`src/rtl/player_mover.sv`:
```
// Grid player controller: direction hold with auto-repeat, edge bumps, stun, and bomb requests with cooldown.
// The FSM state is exported on state_debug so checkers can bind to it.
module player_mover #(
  parameter int GRID_W        = 16,
  parameter int GRID_H        = 16,
  parameter int START_X       = 0,
  parameter int START_Y       = 0,
  parameter int REPEAT_TICKS  = 4,
  parameter int STUN_TICKS    = 8,
  parameter int BOMB_COOLDOWN = 6
) (
  input  logic       clock,
  input  logic       reset,
  input  logic       tick,
  input  logic       directionLeft,
  input  logic       directionRight,
  input  logic       directionUp,
  input  logic       directionDown,
  input  logic       bombEnable,
  input  logic       stunnedEffect,
  output logic [5:0] positionX,
  output logic [5:0] positionY,
  output logic [1:0] facing,
  output logic       stunActive,
  output logic       bombRequested,
  output logic [3:0] animationAction,
  output logic [1:0] state_debug
);

  typedef enum logic [1:0] {IDLE = 2'd0, HOLD = 2'd1, STUNNED = 2'd2} state_t;

  localparam logic [1:0]  DIR_LEFT  = 2'd0;
  localparam logic [1:0]  DIR_RIGHT = 2'd1;
  localparam logic [1:0]  DIR_UP    = 2'd2;
  localparam logic [1:0]  DIR_DOWN  = 2'd3;
  localparam logic [5:0]  MAX_X     = 6'(GRID_W - 1);
  localparam logic [5:0]  MAX_Y     = 6'(GRID_H - 1);
  localparam logic [5:0]  INIT_X    = 6'(START_X);
  localparam logic [5:0]  INIT_Y    = 6'(START_Y);
  localparam logic [15:0] REP_LOAD  = 16'(REPEAT_TICKS);
  localparam logic [15:0] STUN_LOAD = 16'(STUN_TICKS);
  localparam logic [15:0] BOMB_LOAD = 16'(BOMB_COOLDOWN);

  state_t      state, state_n;
  logic [1:0]  held, held_n;
  logic [15:0] rep_cnt, rep_n;
  logic [15:0] stun_cnt, stun_n;
  logic [15:0] bomb_cd;
  logic        bomb_prev;
  logic        bump_q;
  logic        do_step;
  logic        any_dir;
  logic [1:0]  act_dir;
  logic        hit_edge;
  logic        bomb_fire;

  // Up > Down > Left > Right
  assign any_dir = directionUp | directionDown | directionLeft | directionRight;
  assign act_dir = directionUp   ? DIR_UP   :
                   directionDown ? DIR_DOWN :
                   directionLeft ? DIR_LEFT : DIR_RIGHT;

  always_comb begin
    hit_edge = 1'b0;
    case (act_dir)
      DIR_LEFT:  hit_edge = (positionX == 6'd0);
      DIR_RIGHT: hit_edge = (positionX == MAX_X);
      DIR_UP:    hit_edge = (positionY == MAX_Y);
      default:   hit_edge = (positionY == 6'd0);
    endcase
  end

  always_ff @(posedge clock or negedge reset) begin
    if (!reset) begin
      state    <= IDLE;
      held     <= DIR_DOWN;
      rep_cnt  <= '0;
      stun_cnt <= '0;
    end else begin
      state    <= state_n;
      held     <= held_n;
      rep_cnt  <= rep_n;
      stun_cnt <= stun_n;
    end
  end

  // Stun overrides everything, including a step due on the same cycle.
  always_comb begin
    state_n = state;
    held_n  = held;
    rep_n   = rep_cnt;
    stun_n  = stun_cnt;
    do_step = 1'b0;
    if (stunnedEffect) begin
      state_n = STUNNED;
      stun_n  = STUN_LOAD;
      rep_n   = '0;
    end else begin
      case (state)
        IDLE: begin
          if (tick && any_dir) begin
            do_step = 1'b1;
            rep_n   = REP_LOAD;
            held_n  = act_dir;
            state_n = HOLD;
          end
        end
        HOLD: begin
          if (!any_dir) begin
            state_n = IDLE;
            rep_n   = '0;
          end else if (tick) begin
            if (act_dir != held) begin
              do_step = 1'b1;
              rep_n   = REP_LOAD;
              held_n  = act_dir;
            end else if (rep_cnt <= 16'd1) begin
              do_step = 1'b1;
              rep_n   = REP_LOAD;
            end else begin
              rep_n   = rep_cnt - 16'd1;
            end
          end
        end
        STUNNED: begin
          if (tick) begin
            if (stun_cnt <= 16'd1) begin
              stun_n  = '0;
              state_n = IDLE;
            end else begin
              stun_n  = stun_cnt - 16'd1;
            end
          end
        end
        default: state_n = IDLE;
      endcase
    end
  end

  assign bomb_fire = bombEnable && !bomb_prev && (state != STUNNED) && (bomb_cd == '0);

  always_ff @(posedge clock or negedge reset) begin
    if (!reset) begin
      positionX     <= INIT_X;
      positionY     <= INIT_Y;
      facing        <= DIR_DOWN;
      bump_q        <= 1'b0;
      bomb_prev     <= 1'b0;
      bombRequested <= 1'b0;
      bomb_cd       <= '0;
    end else begin
      bump_q <= do_step && hit_edge;
      if (do_step) begin
        facing <= act_dir;
        if (!hit_edge) begin
          case (act_dir)
            DIR_LEFT:  positionX <= positionX - 6'd1;
            DIR_RIGHT: positionX <= positionX + 6'd1;
            DIR_UP:    positionY <= positionY + 6'd1;
            default:   positionY <= positionY - 6'd1;
          endcase
        end
      end
      bomb_prev     <= bombEnable;
      bombRequested <= bomb_fire;
      if (bomb_fire)
        bomb_cd <= BOMB_LOAD;
      else if (tick && (bomb_cd != '0))
        bomb_cd <= bomb_cd - 16'd1;
    end
  end

  always_comb begin
    stunActive      = (state == STUNNED);
    state_debug     = state;
    animationAction = 4'd0;
    if (state == STUNNED)
      animationAction = 4'd5;
    else if (bombRequested)
      animationAction = 4'd7;
    else if (bump_q)
      animationAction = 4'd6;
    else if (state == HOLD)
      animationAction = {2'b00, held} + 4'd1;
  end

endmodule
```
`config.mk`:
```
export PLATFORM = sky130hd
export DESIGN_NAME = player_mover
export DESIGN_NICKNAME = d
export VERILOG_FILES = /design/src/rtl/player_mover.sv
export SDC_FILE = /design/constraint.sdc
export NUM_CORES = 1
export LEC_CHECK = 0
export BUFFER_PORTS_ARGS = -buffer_cell sky130_fd_sc_hd__buf_2
export CAP_MARGIN = 20
export CORE_ASPECT_RATIO = 1.1
export CORE_MARGIN = 10
export CORE_UTILIZATION = 54
export CTS_BUF_LIST = sky130_fd_sc_hd__clkbuf_16
export DETAILED_ROUTE_END_ITERATION = 12
export PLACE_DENSITY = 0.72
export SYNTH_ARGS = -nofsm -noshare
export SYNTH_HDL_FRONTEND = slang
export SYNTH_SLANG_ARGS = --single-unit
export TNS_END_PERCENT = 100
```
`constraint.sdc`:
```
create_clock -name clock -period 2.35 [get_ports clock]
set_input_delay 0.705 -clock clock [delete_from_list [all_inputs] [get_ports clock]]
set_output_delay 0.705 -clock clock [all_outputs]
set_load 0.005 [all_outputs]
```
Word level (Yosys, flattened, before mapping) --
Index checks and enable logic that the tools add are counted.
Storage, ports and cells: register bits after elaboration 69, bits of input ports 9, output and inout bits 22, word-level logic and storage cells 111
Cells by class: add/sub/neg operators 8, order comparisons 2, equal/unequal tests 17, multiplexer cells 41, bitwise operators 6, reduce and logical (&&, ||, !) cells 26
Operators with widths (number):
- 16-bit two-way mux | 12
- 16-bit by 1-bit subtractor with 16-bit output, second input constant | 3
- 16-bit by 1-bit less-or-equal comparator with 1-bit output, second input constant | 2
- 16-bit one-hot mux with 2 select lines | 1
- 6-bit one-hot mux with 2 select lines | 2
- 2-bit two-way mux | 11
- 16-bit logical NOT | 1
- 16-bit nonzero test | 1
- 6-bit by 1-bit adder with 6-bit output, second input constant | 2
- 6-bit by 4-bit == test with 1-bit output, second input constant | 2
- 6-bit logical NOT | 2
- 3-bit two-way mux | 4
- 6-bit by 1-bit subtractor with 6-bit output, second input constant | 2
- 2-bit != test, second input constant | 5
- 2-bit nonzero test | 5
- 3-bit != test, second input constant | 3
- 3-bit AND reduction | 3
- 1-bit two-way mux | 7
- 1-bit logical AND | 6
- 2-bit one-hot mux with 3 select lines | 1
- 6-bit AND reduction | 1
- 2-bit by 1-bit == test with 1-bit output, second input constant | 2
- 2-bit == test, second input constant | 2
- 2-bit logical NOT | 2
- other kinds (14) | 18

Depth between registers and ports, before layout --
depth in word-level cells 10, mapped depth 11, gate-level depth less buffers 11

Least setup slack after synthesis --
Ideal clock, no wire load.
path type input to register, start point in directionUp, end point reg positionX[5], setup time 0.079 ns, arrival time 2.475 ns, required time 2.271 ns, setup slack -0.204 ns, stages 11, path buffers 1, cell sequence buf_6 nor2_1 ha_1 inv_1 ha_1 a21oi_1 o211ai_1 a21oi_1 xnor2_1 and4_1 xor2_1
Between the ends: word-level cells in the longest chain between the ends 8, elaborated cells between the ends (all ways) 20, classes of those cells eq/ne (3); mux (9); bitwise (4); reduce/logical (4)
Ends and longest elaborated chain:
- start: declaration | line 17 | input logic directionUp,
- 2-bit two-way mux / 1-bit bitwise OR (equally long branches) | line 59, 58
- 2-bit != test / 1-bit bitwise OR (equally long branches) | line 113, 58
- 1-bit two-way mux / 1-bit bitwise OR (equally long branches) | line 113, 58
- 1-bit two-way mux / 1-bit logical AND (equally long branches) | line 112, 101
- 1-bit two-way mux, on equally long branches | line 109, 101
- 1-bit one-hot mux with 2 select lines | line 99 | case (state)
- 1-bit two-way mux | line 94 | if (stunnedEffect) begin
- 3-bit AND reduction (no source line)
- end signal: assignment | line 157 | DIR_LEFT: positionX <= positionX - 6'd1;
- end signal: assignment | line 158 | DIR_RIGHT: positionX <= positionX + 6'd1;
- end: declaration | line 21 | output logic [5:0] positionX,
Parallel ways exist; a longest one is shown, timed or not. A chain may end at the register's enable or synchronous reset.

Final worst setup path --
start point reg rep_cnt[7], end point reg positionY[3]
Between the ends: word-level cells in the longest chain between the ends 8
Ends and longest elaborated chain:
- start: declaration | line 46 | logic [15:0] rep_cnt, rep_n;
- start signal: assignment | line 82 | rep_cnt <= rep_n;
- 16-bit by 1-bit less-or-equal comparator with 1-bit output | line 117 | end else if (rep_cnt <= 16'd1) begin
- 1-bit two-way mux | line 117
- 1-bit two-way mux | line 113 | if (act_dir != held) begin
- 1-bit two-way mux | line 112 | end else if (tick) begin
- 1-bit two-way mux | line 109 | if (!any_dir) begin
- 1-bit one-hot mux with 2 select lines | line 99
- 1-bit two-way mux | line 94
- 3-bit AND reduction (no source line)
- end signal: assignment | line 159 | DIR_UP: positionY <= positionY + 6'd1;
- end signal: assignment | line 160 | default: positionY <= positionY - 6'd1;
- end: declaration | line 22 | output logic [5:0] positionY,
No other way between the ends.

==> results.ini <==
[run_status]
status=finished, violations left
violations=setup timing

[job]
maxCapViolCount=0

[grt]
grt_start_max_net_pins=70
grt_pass1_vias=3297
grt_antenna_before_repair=0
grt_util_all_layers_pct=17.57
grt_overflow=0
grt_pass1_wl_mm=15.79

[critical_path]
worstPathMaxFanout=4
path_class=reg2reg
setup.worst_path.end_class=flop
crit_path_cell_trace=or4_4, nor4b_4, o2111ai_4, buf_6, a311oi_4, buf_6, mux2_4
start_kind=flop
cp_data_required_time_ns=2.56
slowest_delay_ns=0.56
cp_slowest_cell=or4_4
worstPathArrival_ns=2.64
worst-r2r-cell-count=7
r2r_slack_ns=-0.08
cpMostUsedCell=buf_6
r2r-start=rep_cnt[7]
r2r-end=positionY[3]

[floorplan]
core_area_mm2=0.007087
die_h_um=110.0
initial_core_util_pct=56.09
num_io_pins=31
fp.dieW_um=101.8
die_area_mm2=0.01120
rows=32

[power_and_ir_drop]
power.density_mw_per_mm2=1056
ir_drop_v=0.0006474
p_leak_uw=0.002344

[yosys]
synthCells=401
synth_flop_cell=dfrtp_1
ys_seq_elements=69
seq_area_frac_synth_pct=43.56
avgSynthCellArea_um2=9.913
async_reset_ff_share_pct=100.0
synthDistinctLibCells=63
netlist_area_mm2=0.003975
synth_edf_count=0
syn_nets=428
yosys_warnings=0

[clock_network]
cts_made_buffers=9
clock_sinks=69
cts_tree=built
clock_path_buffers=2
cts_hold_buf=0
cts.clk_slew.worst_paths_ns=0.06
htreeDepth=3
cts-root-buf=clkbuf_16
clk_latency_ns=0.33

[min_path]
hp-class=in2async

[cells_and_area]
layout_common_cells=65 x dfrtp_1, 55 x buf_4, 30 x nand2_1, 29 x buf_2, 26 x nor2_1
finish.utilization_pct=71.12
fin_cells=581
n_antenna_cell=0
syn_to_final_growth_pct=26.79
drive_gt1_share_pct=28.43
nNetsFinal=519
mostFrequentLayoutCell=dfrtp_1
postLayoutCellArea_mm2=0.005040

[route]
dr.max_layer_used=met4
num_vias=3404
viasPerCell=5.859
wl_met3_um=392
met1_length_mm=4.276
wire_per_inst_um=16.41
drt-pass1-iter-count=4
wl_met2_mm=4.761
drc=0
wirelength_mm=9.536
ant_nets=0
drtIter0Drc=153

[place]
port_buffers=29
placed_cells=555
dp_hpwl_mm=6.330
gp_congestion=0.7964
dpl_cell_area_mm2=0.004563

[sta]
min_period_ns=2.430
setup_ws_ns=-0.07985
setup_viol=8
maxSlewViolCount=0
fmax_mhz=411.5
slew_headroom_pct=66.17
rsz0062_at_grt=true
setup_tns_ns=-0.2875
hold_viol=0
finalCritPeriodShare_pct=103.4
worstMarginPinSlew_ns=0.5028
skew_ns=0.008640

per-stage QoR:
| step | worst slack [ns] | power [µW] | hold WS, ns |
|---|---|---|---|
| floorplan | -0.1421 | 3137 | 0.4094 |
| global route | -0.1369 | 5693 | 0.4133 |
| detailed placement | -0.3221 | 3842 | 0.4597 |
| global placement | -0.2332 | 3771 | 0.4591 |
| finish | -0.07985 | 5322 | 0.3773 |
| CTS | -0.05766 | 5260 | 0.4093 |
flip-flops by register name (all words and copies together) (netlist names):
register and cells:
bomb_prev 1, rep_cnt 16, state_debug 2, positionY 6, held 2, bombRequested 1
stun_cnt 16, bomb_cd 16, bump_q 1, positionX 6, facing 2
worst max path at each step:
| stage | from | depth (start not counted) | endpoint |
|---|---|---|---|
| floorplan | rep_cnt[4] | 6 | positionY[1] |
| global placement | directionDown | 10 | positionX[4] |
| detailed placement | directionDown | 12 | positionX[5] |
| finish | rep_cnt[7] | 7 | positionY[3] |
| global route | rep_cnt[7] | 7 | positionY[3] |
| CTS | rep_cnt[7] | 7 | positionY[3] |
cell type report:
class | instances | area, µm²
Clock buffer | 9 | 225.2
Clock inverter | 6 | 65.06
Fill cell | 534 | 2047
Inverter | 15 | 56.30
Multi-Input combinational cell | 306 | 2210
Sequential cell | 69 | 1732
Tap cell | 85 | 106.4
Timing Repair Buffer | 91 | 645.6
metal layers:
metal | global-route usage, % | up-vias
met2 | 28.91 | 64
met1 | 22.31 | 1686
met4 | 6.237 | 0
met3 | 3.923 | 10
met5 | 0 | -
li1 | - | 1644
report_power, final:
group	switching (µW)	internal, µW
clock	502	814
combinational	983	1080
sequential	402	1540
total	1890	3430
Yosys cell counts (4+ instances only):
master    count  area share [%]
nor3_1       18             2.3
nor2_1       28             2.6
xor2_1       14             3.1
nor2b_1       8             1.3
or3_1         5            0.79
nand2_1      30             2.8
nand3_1      11             1.4
inv_1        15             1.4
xnor2_1      20             4.4
a22o_1        9             2.0
nor4_1       19             3.0
nand4_1       4            0.63
dfstp_2       4             2.6
o21a_1        5            0.94
nand3b_1      4            0.76
o21ai_0      31             3.9
a21o_1        7             1.3
ha_1         16             5.0
dfrtp_1      65              41
mux2_2        7             2.0
a21oi_1      15             1.9
critical path, delay by kind of cell (launching register included):
family / cells / cell delay [ns]
buffers and inverters: 2 / 0.34
AOI/OAI and AO/OA: 2 / 0.44
muxes: 1 / 0.30
and+or+nand+nor: 2 / 0.86
DFF: 1 / 0.37
cells by family (layout without fill, tap and decap cells):
kind of cell               count (synthesis)  in the layout  share of synthesized area [%]
and+or+nand+nor                          151            151                          20.77
AOI/OAI and AO/OA                         93             93                          16.24
DFF                                       69             69                          43.56
xor gates and xnor gates                  34             34                          7.491
buffers and inverters                     26            121                          3.305
adders and majority gates                 18             18                          6.043
muxes                                      9              9                          2.487
other                                      1              1                        0.09434
repair_timing:
action                                  4_1_cts  5_1_grt
pin swaps                                     1       14
setup buffers                                 6        4
endpoints found under the setup margin       15       29
gates cloned                                  0        1
gates resized for setup                      12       29
No activity file was read; power rests on OpenSTA's default activity.
